File: config.mk
export PLATFORM = sky130hd
export DESIGN_NAME = fab_clk_gen
export DESIGN_NICKNAME = d
export VERILOG_FILES = /design/src/rtl/fab_clk_gen.sv
export SDC_FILE = /design/constraint.sdc
export NUM_CORES = 1
export LEC_CHECK = 0
export BUFFER_PORTS_ARGS = -buffer_cell sky130_fd_sc_hd__buf_2
export CORE_UTILIZATION = 30
export DETAILED_ROUTE_END_ITERATION = 8
export HOLD_SLACK_MARGIN = 0.06
export PLACE_DENSITY = 0.45
export SYNTH_ARGS = -nofsm -noshare
export SYNTH_HDL_FRONTEND = slang
export SYNTH_SLANG_ARGS = --single-unit
File: constraint.sdc
create_clock -name FAB_CLK -period 2.4 [get_ports FAB_CLK]
set_input_delay 0.24 -clock FAB_CLK [delete_from_list [all_inputs] [get_ports FAB_CLK]]
set_output_delay 0.24 -clock FAB_CLK [all_outputs]
set_load 0.05 [all_outputs]
File: src/rtl/fab_clk_gen.sv
// fab_clk_gen: multi-channel fabric clock generator.
// Each channel divides FAB_CLK by R = div + 1 and produces a one-cycle
// strobe (CLK_EN) and a registered ~50% divided clock (CLK_OUT).
// Optional build macro: FAB_CLK_GEN_LOCK_EN (lock counter for LOCK).
//
// Write handshake: DIV_WR acts as valid and !DIV_BUSY as ready. A write is
// taken on a rising edge where DIV_WR=1, DIV_BUSY=0 and DIV_SEL<CHANNELS.
// Writes presented while DIV_BUSY=1, or with an out-of-range DIV_SEL, are
// dropped rather than queued. DIV_BUSY is the update FSM state itself
// (IDLE=0, PENDING=1) and stays high until the target channel reaches its
// old terminal count, where the new divide value is applied.
module fab_clk_gen #(
    parameter int CHANNELS    = 3,
    parameter int DIV_W       = 8,
    parameter int DEFAULT_DIV = 3,
    parameter int LOCK_CYCLES = 16,
    localparam int SEL_W      = (CHANNELS > 1) ? $clog2(CHANNELS) : 1
) (
    input  logic                FAB_CLK,
    input  logic                MSS_RESET_N,
    input  logic                DIV_WR,
    input  logic [SEL_W-1:0]    DIV_SEL,
    input  logic [DIV_W-1:0]    DIV_DATA,
    output logic                DIV_BUSY,
    output logic [CHANNELS-1:0] CLK_EN,
    output logic [CHANNELS-1:0] CLK_OUT,
    output logic                LOCK
);

    typedef enum logic {
        UPD_IDLE    = 1'b0,
        UPD_PENDING = 1'b1
    } upd_state_t;

    localparam logic [SEL_W:0]   SEL_LIMIT = (SEL_W + 1)'(CHANNELS);
    localparam logic [DIV_W-1:0] DEF_DIV   = DIV_W'(DEFAULT_DIV);

    upd_state_t          state_q;
    upd_state_t          state_d;
    logic [SEL_W-1:0]    pend_sel_q;
    logic [DIV_W-1:0]    pend_div_q;
    logic [CHANNELS-1:0] apply_vec;
    logic                accept;
    logic                apply;

    assign accept   = DIV_WR && (state_q == UPD_IDLE) && ({1'b0, DIV_SEL} < SEL_LIMIT);
    assign apply    = |apply_vec;
    assign DIV_BUSY = (state_q == UPD_PENDING);

    // Update FSM state register.
    always_ff @(posedge FAB_CLK or negedge MSS_RESET_N) begin
        if (!MSS_RESET_N) begin
            state_q <= UPD_IDLE;
        end else begin
            state_q <= state_d;
        end
    end

    // Update FSM next state: accept moves to PENDING, apply returns to IDLE.
    always_comb begin
        state_d = state_q;
        case (state_q)
            UPD_IDLE:    if (accept) state_d = UPD_PENDING;
            UPD_PENDING: if (apply)  state_d = UPD_IDLE;
            default:     state_d = UPD_IDLE;
        endcase
    end

    // Capture the pending target and value; first accepted write wins.
    always_ff @(posedge FAB_CLK or negedge MSS_RESET_N) begin
        if (!MSS_RESET_N) begin
            pend_sel_q <= '0;
            pend_div_q <= '0;
        end else if (accept) begin
            pend_sel_q <= DIV_SEL;
            pend_div_q <= DIV_DATA;
        end
    end

    for (genvar i = 0; i < CHANNELS; i++) begin : g_ch
        logic [DIV_W-1:0] cnt_q;
        logic [DIV_W-1:0] div_q;
        logic [DIV_W-1:0] cnt_next;
        logic [DIV_W-1:0] half;
        logic             en_q;
        logic             out_q;

        // Terminal count wraps to 0; an apply lands on the same wrap, so the
        // boundary strobe is kept and the new ratio starts at count 0.
        assign cnt_next     = (cnt_q == div_q) ? '0 : cnt_q + DIV_W'(1);
        // ceil(R/2) with R = div + 1.
        assign half         = (div_q >> 1) + DIV_W'(1);
        assign apply_vec[i] = DIV_BUSY && (pend_sel_q == SEL_W'(i)) && (cnt_q == div_q);
        assign CLK_EN[i]    = en_q;
        assign CLK_OUT[i]   = out_q;

        // Per-channel counter, divide register and registered outputs.
        always_ff @(posedge FAB_CLK or negedge MSS_RESET_N) begin
            if (!MSS_RESET_N) begin
                cnt_q <= '0;
                div_q <= DEF_DIV;
                en_q  <= 1'b0;
                out_q <= 1'b0;
            end else begin
                cnt_q <= cnt_next;
                if (apply_vec[i]) begin
                    div_q <= pend_div_q;
                end
                en_q  <= (cnt_next == '0);
                out_q <= (cnt_next < half);
            end
        end
    end

`ifdef FAB_CLK_GEN_LOCK_EN
    localparam int             LCW      = $clog2(LOCK_CYCLES + 1);
    localparam logic [LCW-1:0] LOCK_MAX = LCW'(LOCK_CYCLES);

    logic [LCW-1:0] lock_cnt_q;
    logic [LCW-1:0] lock_cnt_d;

    // Settling counter: cleared by an accepted write, held at 0 while busy,
    // otherwise counts up and saturates at LOCK_CYCLES.
    always_comb begin
        lock_cnt_d = lock_cnt_q;
        if (accept || DIV_BUSY) begin
            lock_cnt_d = '0;
        end else if (lock_cnt_q != LOCK_MAX) begin
            lock_cnt_d = lock_cnt_q + LCW'(1);
        end
    end

    // Lock counter register and registered LOCK flag.
    always_ff @(posedge FAB_CLK or negedge MSS_RESET_N) begin
        if (!MSS_RESET_N) begin
            lock_cnt_q <= '0;
            LOCK       <= 1'b0;
        end else begin
            lock_cnt_q <= lock_cnt_d;
            LOCK       <= (lock_cnt_d == LOCK_MAX);
        end
    end
`else
    // Without the lock counter, LOCK rises on the first edge after reset.
    always_ff @(posedge FAB_CLK or negedge MSS_RESET_N) begin
        if (!MSS_RESET_N) begin
            LOCK <= 1'b0;
        end else begin
            LOCK <= 1'b1;
        end
    end
`endif

endmodule
==> results by group <==
Finish
  – Area delta synth->final: 33.12%
  – Area occupied by multi-input gates: 2369 µm²
  – Final Non-Filler Cells: between 600 and 700
  – Final #Nets: approximately 490
  – Layout cells sized above 1: about two fifths
  – Most common cell after layout, fill and taps aside: buf_4
  – Commonest cells after routing, fill and taps aside: buf_4 (78), dfrtp_1 (59), xor2_1 (43), nor2_1 (22), buf_2 (20)
  – Register area: 1660 µm²
  – Antenna Diode Count: 0
  – Fill cells: 1215

Yosys
  – Syn Nets: 399
  – Synth area leaders: dfrtp_1 (38%), xor2_1 (9.9%), ha_1 (8.5%)
  – Area share of the largest cell type after synthesis: 37.71%
  – Avg Inst Size Synth: about 11 µm²
  – Sequential share of the synthesized area: 41.67%
  – Mapped Area: 3981 µm²
  – Post-synth EDFFs: 0
  – Yosys top cell by area: dfrtp_1
  – Ys Warns: 0
  – Asr flop ratio synth: 100.0%
  – Synth cell types: between 40 and 50
  – Gate Count Post-Synth: approximately 360
  – #FFs+latches synth: 66
  – Synth Flop Type: dfrtp_1

Min path
  – HP Class: input pin to flop

Drt
  – # DRC: 0
  – Antenna Nets Post-Route: 0
  – First-pass detailed-route iteration total: 4
  – Drt wl/cell: 15.10 µm
  – Final wirelength: ~9.5 mm
  – Initial DRC Count: 137
  – Number of vias per cell: 4.680
  – Routed vias: 2939

STA
  – Worst Skew: 0.002919 ns
  – Crit share post-route: between 90% and 100%
  – Final setup viols: 0
  – Setup ws final: 0.008601 ns
  – RSZ-0062 raised after global routing: true
  – Final hold slack: 0.1380 ns
  – Final-report hold violation count: 0
  – Fmax: about 420 MHz
  – Final Slew Violations: 0
  – Final min period: 2.391 ns

Clock network
  – Clock Path Buffers: 2
  – Number of H-tree levels: 3
  – CTS Buf Count: 9
  – Clk root buf: clkbuf_16
  – Clock Sinks: 66
  – CTS clock-pin slew for the worst setup and hold paths: around 0.05 ns
  – CTS tree: built
  – Worst-skew pair later-pin latency: 0.33 ns

Placement
  – Placed Instances: between 500 and 600
  – Port bufs: 20
  – Pre-CTS WS: -0.2058 ns
  – RePlAce Congestion: 0.8247
  – Post-DP HPWL: a little over 7 mm

Die
  – Core area: 12770 µm²
  – Chip height: 117.2 µm
  – IO Pins: 21
  – Initial Utilization: a little under a third
  – Rows: 41
  – Die Width: 117.2 µm
  – DIE AREA: around 14000 µm²

GRT
  – Largest net degree at the start of global routing: 36
  – GRT overflow: 0
  – First-pass GRT wire length: roughly 16 mm
  – Initial antenna violation count: 0
  – Vias in the first global route: 3053
  – Tot GR Track Use: 15.28%

Critical path
  – CP Capture Type: flop
  – Crit path kind: flop to flop
  – Critical Path Start Type: flop
  – Critical Path Fanout Max: 5
  – Arrival @ worst endpoint: 2.61 ns
  – Critical Path RT: 2.61 ns
  – R2r setup slk: 0.009 ns

Run
  – Max Cap Viol: 0

Pwr
  – PD cells: between 1500 and 2000 nW/µm²
  – Peak VDD IR: 0.5583 mV
  – Tot Pwr: 0.008029 W
  – Pleak: 2.565 nW

Outcome
  – Outcome: finished, final reports clean
[cells in the mapped netlist, types with 3 or more instances]
cell type,n
inv_1,5
mux2_4,8
nand3_1,19
a211oi_1,7
and4_1,4
and3_1,7
ha_1,27
dfstp_2,6
nand4_1,7
nor2_1,30
nand2_1,12
nor2b_1,3
and2_1,4
xnor2_1,16
clkbuf_1,3
dfrtp_1,60
a41o_1,4
mux2_2,16
buf_4,7
buf_6,5
nor4_2,4
buf_2,7
xor2_1,45
nor3_1,5
a21o_1,19
mux2_1,8
[where the power goes]
| part | internal (W) | switching, W | total, W |
|---|---|---|---|
| Clock | 0.000828 | 0.000487 | 0.00132 |
| Sequential | 0.00163 | 0.000446 | 0.00208 |
| Combinational | 0.00243 | 0.00221 | 0.00464 |
[what timing repair did]
action	4_1_cts	5_1_grt
endpoints found under the setup margin	3	3
hold buffers	1	0
endpoints found under the hold margin	28	0
buffers inserted	5	10
pin swaps	9	41
gates resized for setup	10	35
[worst paths after layout]
kind | from | end | cells after the start
min in group asynchronous | MSS_RESET_N | g_ch[2].cnt_q[6]$_DFF_PN0_ | 2
max in group asynchronous | MSS_RESET_N | g_ch[1].div_q[0]$_DFFE_PN1P_ | 3
max reg2reg | g_ch[2].cnt_q[0]$_DFF_PN0_ | g_ch[2].out_q$_DFF_PN0_ | 10
max | g_ch[2].cnt_q[0]$_DFF_PN0_ | g_ch[2].out_q$_DFF_PN0_ | 10
min reg2reg | pend_sel_q[0]$_DFFE_PN0P_ | pend_sel_q[0]$_DFFE_PN0P_ | 1
min | DIV_DATA[0] | pend_div_q[0]$_DFFE_PN0P_ | 2
[final cells by class]
cell class	count	area share (%)
sequential	66	31.33
clock inverter	5	1.015
multi-input combinational	266	44.69
inverter	5	0.3541
tap	172	4.060
timing repair buffer	103	13.98
clock buffer	11	4.580
[per-layer routing]
layer | global-route usage [%] | share of wire, % | up-vias
li1 | - | - | 1447
met1 | 21.27 | 50 | 1443
met2 | 23.49 | 45 | 38
met3 | 2.420 | 2.8 | 11
met4 | 6.582 | 1.5 | 0
met5 | 0 | 0 | -
[cell families after synthesis]
group | count (synthesis) | share of synthesized area (%)
buf+inv | 27 | 4.368
other cells | 1 | 0.09419
mux | 32 | 9.805
flops | 66 | 41.67
simple gates | 104 | 14.14
xor+xnor | 61 | 13.42
compound gates | 41 | 8.014
fa+ha+maj | 27 | 8.485
[worst max-delay path, cell delays in order (launching register included)]
cell and delay [ns]:
dfrtp_2 0.43, xor2_2 0.19, nor4_2 0.32, and2_4 0.27, buf_6 0.13, nor2_4 0.04, ha_4 0.27, and4_4 0.22
nand4_1 0.10, a211oi_2 0.23, a211oi_2 0.06
[through the flow]
stage | instance area [µm²] | TNS, ns | util [%]
2_1_floorplan | 3981 | 0 | -
4_1_cts | 5019 | 0 | 39.29
6_report | 5300 | 0 | 41.49
3_5_place_dp | 4644 | -0.4200 | 36.36
3_3_place_gp | 4644 | -0.3256 | 36.36
5_1_grt | 5300 | -0.1540 | 41.49
[sequential cells by signal, indices dropped and copies added (netlist names)]
register,count
DIV_BUSY,1
g_ch.en_q,3
g_ch.div_q,24
g_ch.cnt_q,24
LOCK,1
pend_div_q,8
pend_sel_q,2
g_ch.out_q,3
Power figures use the tool's default switching activity.
